==> src/rtl/vga_stream_timing.sv <==
// Parametrised VGA sync/blank generator with incremental frame-buffer fetch and integer upscale.
// Build option: define VGA_TEST_PATTERN_EN to add an 8-bar colour source selected by test_pattern.
module vga_stream_timing #(
   parameter int H_VIEW       = 640,
   parameter int H_FRONT      = 16,
   parameter int H_SYNC       = 96,
   parameter int H_BACK       = 48,
   parameter int V_VIEW       = 480,
   parameter int V_FRONT      = 10,
   parameter int V_SYNC       = 2,
   parameter int V_BACK       = 33,
   parameter bit SYNC_POL     = 1'b0,
   parameter int SCALE_SHIFT  = 0,
   parameter int READ_LATENCY = 1,
   parameter int ADDR_WIDTH   = 19
) (
   input  logic                  clock,
   input  logic                  reset,
   input  logic [23:0]           data,
   input  logic                  test_pattern,
   output logic [ADDR_WIDTH-1:0] address,
   output logic                  h_sync,
   output logic                  v_sync,
   output logic                  blank_n,
   output logic [7:0]            red,
   output logic [7:0]            green,
   output logic [7:0]            blue,
   output logic                  frame_start
);

   localparam int H_TOTAL = H_VIEW + H_FRONT + H_SYNC + H_BACK;
   localparam int V_TOTAL = V_VIEW + V_FRONT + V_SYNC + V_BACK;
   localparam int PIPE    = READ_LATENCY + 2;
   localparam int HW      = $clog2(H_TOTAL);
   localparam int VW      = $clog2(V_TOTAL);
   localparam int S       = 1 << SCALE_SHIFT;
   localparam int SRC_W   = H_VIEW >> SCALE_SHIFT;

   localparam logic [HW-1:0] H_LAST     = HW'(H_TOTAL - 1);
   localparam logic [HW-1:0] H_VIS      = HW'(H_VIEW);
   localparam logic [HW-1:0] H_VIS_LAST = HW'(H_VIEW - 1);
   localparam logic [HW-1:0] H_SS       = HW'(H_VIEW + H_FRONT);
   localparam logic [HW-1:0] H_SE       = HW'(H_VIEW + H_FRONT + H_SYNC);
   localparam logic [VW-1:0] V_LAST     = VW'(V_TOTAL - 1);
   localparam logic [VW-1:0] V_VIS      = VW'(V_VIEW);
   localparam logic [VW-1:0] V_SS       = VW'(V_VIEW + V_FRONT);
   localparam logic [VW-1:0] V_SE       = VW'(V_VIEW + V_FRONT + V_SYNC);
   localparam logic [1:0]    SUB_LAST   = 2'(S - 1);
   localparam logic [ADDR_WIDTH-1:0] ROW_STEP = ADDR_WIDTH'(SRC_W);

   typedef struct packed {
      logic [7:0] red;
      logic [7:0] green;
      logic [7:0] blue;
   } pixel_t;

   typedef struct packed {
      logic       vis;
      logic       hs;
      logic       vs;
      logic       fs;
`ifdef VGA_TEST_PATTERN_EN
      logic [2:0] bar;
`endif
   } ctl_t;

   logic [HW-1:0]         h_count;
   logic [VW-1:0]         v_count;
   logic                  h_end;
   logic                  v_end;
   logic                  visible;
   logic [ADDR_WIDTH-1:0] col;
   logic [ADDR_WIDTH-1:0] row_base;
   logic [1:0]            h_sub;
   logic [1:0]            v_sub;
   ctl_t                  ctl0;
   ctl_t                  ctl_pipe [1:PIPE];
   pixel_t                pix_d;
   pixel_t                pix_q;

   assign h_end   = (h_count == H_LAST);
   assign v_end   = (v_count == V_LAST);
   assign visible = (h_count < H_VIS) && (v_count < V_VIS);

   // Stage 0: raster counters
   always_ff @(posedge clock) begin
      if (reset) begin
         h_count <= '0;
         v_count <= '0;
      end else if (h_end) begin
         h_count <= '0;
         v_count <= v_end ? '0 : v_count + 1'b1;
      end else begin
         h_count <= h_count + 1'b1;
      end
   end

   // Source coordinates advance once per S output pixels/lines, so no multiplier is needed.
   always_ff @(posedge clock) begin
      if (reset) begin
         col      <= '0;
         h_sub    <= '0;
         row_base <= '0;
         v_sub    <= '0;
      end else begin
         if (h_count == H_VIS_LAST) begin
            col   <= '0;
            h_sub <= '0;
         end else if (visible) begin
            if (h_sub == SUB_LAST) begin
               h_sub <= '0;
               col   <= col + 1'b1;
            end else begin
               h_sub <= h_sub + 1'b1;
            end
         end
         if (h_end) begin
            if (v_end) begin
               row_base <= '0;
               v_sub    <= '0;
            end else if (v_count < V_VIS) begin
               if (v_sub == SUB_LAST) begin
                  v_sub    <= '0;
                  row_base <= row_base + ROW_STEP;
               end else begin
                  v_sub <= v_sub + 1'b1;
               end
            end
         end
      end
   end

   // Stage 1: address register, held through blanking
   always_ff @(posedge clock) begin
      if (reset)
         address <= '0;
      else if (visible)
         address <= row_base + col;
   end

`ifdef VGA_TEST_PATTERN_EN
   localparam int BAR_W = H_VIEW / 8;
   localparam int BW    = $clog2(BAR_W + 1);
   localparam logic [BW-1:0] BAR_LAST = BW'(BAR_W - 1);

   logic [BW-1:0] bar_px;
   logic [2:0]    bar_idx;

   always_ff @(posedge clock) begin
      if (reset || h_end) begin
         bar_px  <= '0;
         bar_idx <= '0;
      end else if (visible) begin
         if (bar_px == BAR_LAST) begin
            bar_px  <= '0;
            bar_idx <= bar_idx + 1'b1;
         end else begin
            bar_px <= bar_px + 1'b1;
         end
      end
   end
`else
   logic unused_test_pattern;
   assign unused_test_pattern = test_pattern;
`endif

   always_comb begin
      ctl0     = '0;
      ctl0.vis = visible;
      ctl0.hs  = (h_count >= H_SS) && (h_count < H_SE);
      ctl0.vs  = (v_count >= V_SS) && (v_count < V_SE);
      ctl0.fs  = (h_count == '0) && (v_count == '0);
`ifdef VGA_TEST_PATTERN_EN
      ctl0.bar = bar_idx;
`endif
   end

   // Control delay line; stage k holds the pixel seen by the counters k cycles ago.
   always_ff @(posedge clock) begin
      if (reset) begin
         for (int k = 1; k <= PIPE; k++)
            ctl_pipe[k] <= '0;
      end else begin
         ctl_pipe[1] <= ctl0;
         for (int k = 2; k <= PIPE; k++)
            ctl_pipe[k] <= ctl_pipe[k-1];
      end
   end

   always_comb begin
      pix_d = '0;
      if (ctl_pipe[PIPE-1].vis) begin
         pix_d = pixel_t'(data);
`ifdef VGA_TEST_PATTERN_EN
         if (test_pattern) begin
            pix_d.red   = {8{ctl_pipe[PIPE-1].bar[2]}};
            pix_d.green = {8{ctl_pipe[PIPE-1].bar[1]}};
            pix_d.blue  = {8{ctl_pipe[PIPE-1].bar[0]}};
         end
`endif
      end
   end

   always_ff @(posedge clock) begin
      if (reset)
         pix_q <= '0;
      else
         pix_q <= pix_d;
   end

   assign red         = pix_q.red;
   assign green       = pix_q.green;
   assign blue        = pix_q.blue;
   assign blank_n     = ctl_pipe[PIPE].vis;
   assign frame_start = ctl_pipe[PIPE].fs;
   assign h_sync      = ctl_pipe[PIPE].hs ? SYNC_POL : ~SYNC_POL;
   assign v_sync      = ctl_pipe[PIPE].vs ? SYNC_POL : ~SYNC_POL;

endmodule
==> config.mk <==
export PLATFORM = sky130hd
export DESIGN_NAME = vga_stream_timing
export DESIGN_NICKNAME = d
export VERILOG_FILES = /design/src/rtl/vga_stream_timing.sv
export SDC_FILE = /design/constraint.sdc
export NUM_CORES = 1
export LEC_CHECK = 0
export ABC_AREA = 1
export BUFFER_PORTS_ARGS = -buffer_cell sky130_fd_sc_hd__clkbuf_2
export CAP_MARGIN = 20
export CORE_MARGIN = 2
export CORE_UTILIZATION = 57
export DETAILED_ROUTE_END_ITERATION = 10
export PLACE_DENSITY = 0.79
export SLEW_MARGIN = 20
export SYNTH_ARGS = -nofsm -noshare
export SYNTH_HDL_FRONTEND = slang
export SYNTH_SLANG_ARGS = --single-unit
==> constraint.sdc <==
create_clock -name clock -period 2 [get_ports clock]
set_clock_uncertainty 0.15 [all_clocks]
set_input_delay 0.2 -clock clock [delete_from_list [all_inputs] [get_ports clock]]
set_output_delay 0.2 -clock clock [all_outputs]
set_load 0.02 [all_outputs]
# Word level (Yosys, flattened, before mapping)
# Memories as Yosys holds them, arrays and structs flattened.
# Index checks and enable logic that the tools add are counted.
# W data, S select, Z words.
# word_totals
elab_cells	63
register_bits	105
inputBits	27
mem_bits_ro	0
latchBits	0
memories	1
ramBits	12
# op_classes
n_lt_le_gt_ge	6
muxes	16
n_shift	0
n_div	0
bitwise	4
reduce_logical	16
mul	0
addsub	7
eq_ne	3
# memory_table
name	words	width	read_ports	rd_ports_with_merged_regs	wr	line_no	rtl
ctl_pipe	3	4	3	0	3	77	ctl_t ctl_pipe [1:PIPE];
# ops
cell	count
$mux W19	3
$eq A10 B10 Y1 const B	3
$add A10 B1 Y10 const B	2
$logic_not A10 Y1	2
$lt A10 B10 Y1 const B	2
$lt A10 B9 Y1 const B	2
$add A19 B1 Y19 const B	1
$add A19 B10 Y19 const B	1
$add A19 B19 Y19	1
$mux W4	3
$ge A10 B10 Y1 const B	1
$ge A10 B9 Y1 const B	1
$mux W10	1
$mux W2	4
$reduce_or A2 Y1	3
$mux W1	5
$add A2 B1 Y2 const B	2
$logic_and A1 B1 Y1	4
$logic_not A2 Y1	2
$reduce_and A2 Y1	2
$reduce_bool A2 Y1	2
$or A1 B1 Y1	3
$reduce_and A3 Y1	1
$not A1 Y1	1

# Longest topological paths before layout
# logic_depth
depth_word	4
mapped_depth	11

# Worst setup path after synthesis
# Ideal clock, no wire load.
# synth_path
path_type	reg-to-reg
from	reg h_count[0]
to	reg col[10]
path_stages_with_launch	10
t_arrival_ns	1.375
setup_time_ns	0.117
required_ns	1.733
path_slack_ns	0.358
period_less_slack_ns	1.642
path_cell_list	dfxtp_1 > ha_1 > nand2_1 > inv_2 > nand2_4 > nor2_1 > a21oi_2 > inv_2 > buf_2 > nor2_1
# synth_between
elab_chain_cells	3
word_cells_on_any_way	5
# synth_lines
item	line_no	rtl
start, declared	67	logic [HW-1:0] h_count;
start signal, assigned	94	h_count <= h_count + 1'b1;
$lt A10 B10 Y1	83	assign visible = (h_count < H_VIS) && (v_count < V_VIS);
$logic_and A1 B1 Y1	83	
$reduce_and A2 Y1 (no source line)	--	
end signal, assigned	112	col <= col + 1'b1;
end, declared	72	logic [ADDR_WIDTH-1:0] col;
# Several ways; a longest one is shown, not always the timed one.
# A chain may end at the register's enable or synchronous reset.

# Worst setup path after layout
# layout_path
from	reg h_count[1]
to	reg row_base[16]
# layout_between
elab_chain_cells	2
# layout_lines
item	line_no	rtl
$eq A10 B10 Y1	81	assign h_end = (h_count == H_LAST);
$reduce_and A3 Y1 (no source line)	--	
end signal, assigned	124	row_base <= row_base + ROW_STEP;
end, declared	73	logic [ADDR_WIDTH-1:0] row_base;
# No other way between the ends.

==> flow_summary.ini <==
[cells_and_area]
final_common_cell = nand2_1
area_delta_synth_final_pct = 18.65
layout-drive-gt1-share = 0.1623
n_antenna_cell = 0
nFillCells = 753
final_area_sq_um = 6351
mostFrequentLayoutCells = nand2_1, nor2_1, dfxtp_1, inv_1, clkbuf_2
nNetsFinal = 912

[global_route]
antenna_found_initial = 0
grt_overflow = 0
grtUsageTotal = 0.2615
grt_max_degree = 32
grt_pass1_wl_mm = 21.20
grt_pass1_vias = 4758

[pwr]
max-vdd-ir-drop_mv = 0.4072
power.density_nw_per_um2 = 597.6
switching_share = 0.2547
leakagePower_nw = 2.910
pwr-share-comb = 0.055
p_clk_frac = 0.354
intPower_w = 0.002829
seqPwrFrac = 0.591
p_sw_w = 0.0009666

[routing]
wl_per_cell_microns = 13.20
drt_iter0_drc = 219
wirelength_mm = 12.94
wl_met3_microns = 603
drcViolationCount = 0
drt_pass1_iterations = 5
dr_wl_met2_mm = 6.417
final_antenna_net_count = 0
vias_per_cell = 5.242
met1_length_mm = 5.555
vias = 5137
top_layer_used = met4

[sta]
finalSetupViolations = 0
rsz0062_at_grt = no
worst_pin_slew_ns = 0.4705
finalCritPeriodShare = 0.9300
final_max_slew_viol_count = 0
finalSetupTns_ns = 0
finalHoldViolCount = 0
fin_crit_ns = 1.860
slew_headroom = 0.6852
max_freq_mhz = 537.6

[clocking]
cts_made_buffers = 9
cts_root_buffer = clkbuf_8
cts_tree = done
clock_sinks = 110
worstSkewPairLatency_ns = 0.39
htree_levels = 3
clkSlewWorstSetupHoldPaths_ns = 0.12
clock_path_buffers = 2

[placed_design]
gp_congestion = 0.9034
hpwl_mm = 8.895
dpl_cell_area_sq_um = 5881
port_buffers = 72

[critical_path]
crit_required_ns = 2.19
ff2ff_setup_slack_ns = 0.14
crit-reg2reg-capture = row_base[16]
r2r_start = h_count[1]
endpoint_kind = register
worstSetupStartpointType = register
r2r_cells = 10
crit_path_start = h_count[1]
path_max_fanout = 12
critical_path_class = reg2reg
endpoint = row_base[16]
arrival_ns = 2.05

[floorplan]
ios = 74
start_util = 0.5820
core_area_sq_um = 9196
die_h_microns = 100.9
fp.dieArea_sq_um = 10180
rows = 35
die_w_microns = 100.9

[run_status]
outcome = finished clean

[logic_synthesis]
synth_edf_count = 0
synth_flop_cell = dfxtp_1
synth-seq-area-share = 0.4114
ys_warn_count = 0
syn_avg_cell_area_sq_um = 7.062
syn_inst = 758
async_flop_share = 0
syn_nets = 806
synth_area_sq_um = 5353
synth_cell_types = 42
ys_seq_elements = 110

[run]
drv_cap = 0

[min_path]
hold_path.class = reg2reg
==> worst max-delay path, stage by stage, from the launching register on <==
cell and delay, ns:
dfxtp_1 0.40, ha_1 0.19, nand2_1 0.07, inv_2 0.08, nand2_4 0.09, nor3_4 0.27, nand2_2 0.12, buf_4 0.19
nor2_1 0.12, nor2_1 0.06, nor2_1 0.07
==> Yosys cell counts (all sizes together), types with 4 or more instances <==
master  count  area, sq um
o21a        4        30.03
clkbuf      4        15.01
ha         21        262.8
nand3      34        197.7
nor3       13        86.34
dfxtp     110         2202
a21oi      57        296.5
o21bai      4        30.03
xnor2       8        70.07
xor2       14        122.6
nand4      16        100.1
nor4        5        31.28
inv       110        412.9
o21ai      21        105.1
or2         7        43.79
nor2      125        476.7
nand2     176        675.7
buf        16        103.9
==> power by group through the flow <==
stage	Sequential, W	Combinational [W]	Clock (W)
after floorplan	0.00231	0.0000814	0
after global placement	0.00229	0.000159	0
after detailed placement	0.00229	0.000166	0
after CTS	0.00224	0.000205	0.00137
after global routing	0.00225	0.000234	0.00144
final	0.00224	0.000209	0.00134
==> flip-flops by register name (all words and copies together) (netlist names) <==
signal    flops
row_base     12
col          19
red           8
h_count      10
blue          8
h_sub         2
v_count      10
ctl_pipe     12
green         8
v_sub         2
address      19
==> metal layers <==
metal,vias to the layer above,track usage
li1,2594,-
met1,2339,0.3162
met2,171,0.4503
met3,33,0.04300
met4,0,0.1279
met5,-,0
==> cell type report <==
| class | count | area [sq um] | share of cell area |
|---|---|---|---|
| Clock buffer | 10 | 137.6 | 0.02167 |
| Inverter | 112 | 432.9 | 0.06816 |
| Timing Repair Buffer | 115 | 758.2 | 0.1194 |
| Clock inverter | 6 | 52.55 | 0.008274 |
| Sequential cell | 110 | 2203 | 0.3469 |
| Multi-Input combinational cell | 516 | 2628 | 0.4137 |
| Tap cell | 111 | 138.9 | 0.02187 |
==> stage by stage <==
| stage | hold WS (ns) | std cells | power (W) | setup slack, ns | utilization |
|---|---|---|---|---|---|
| after floorplan | 0.1622 | 758 | 0.002392 | 0.3578 | - |
| after global placement | 0.2403 | 939 | 0.002448 | 0.2085 | 0.6395 |
| after detailed placement | 0.2422 | 939 | 0.002457 | 0.1399 | 0.6395 |
| after CTS | 0.2575 | 980 | 0.003811 | 0.08973 | 0.6873 |
| after global routing | 0.2846 | 980 | 0.003921 | 0.001332 | 0.6906 |
| final | 0.2558 | 980 | 0.003795 | 0.1400 | 0.6906 |
==> timing repair <==
action | 4_1_cts | 5_1_grt
resized for setup | 0 | 13
endpoints found under the setup margin | 0 | 34
endpoints found under the hold margin | 26 | 0
hold buffers | 25 | 0
buffers inserted | 0 | 0
==> logic make-up after synthesis <==
kind of cell,share of synthesized area
adders and majority gates,0.04909
DFF,0.4114
xor gates and xnor gates,0.03600
and+or+nand+nor,0.3095
AOI/OAI and AO/OA,0.09304
buffers and inverters,0.1010
==> worst min path at each step <==
stage / from / to / slack, ns / depth (start not counted)
floorplan: data[0] / blue[0] / 0.16 / 2
global placement: ctl_pipe[0][9] / ctl_pipe[0][13] / 0.24 / 2
detailed placement: ctl_pipe[0][8] / ctl_pipe[0][12] / 0.24 / 2
CTS: ctl_pipe[0][8] / ctl_pipe[0][12] / 0.26 / 2
global route: ctl_pipe[0][6] / ctl_pipe[0][10] / 0.28 / 2
finish: ctl_pipe[0][7] / ctl_pipe[0][11] / 0.26 / 2
Note: power is estimated with default switching activity, not from simulation.
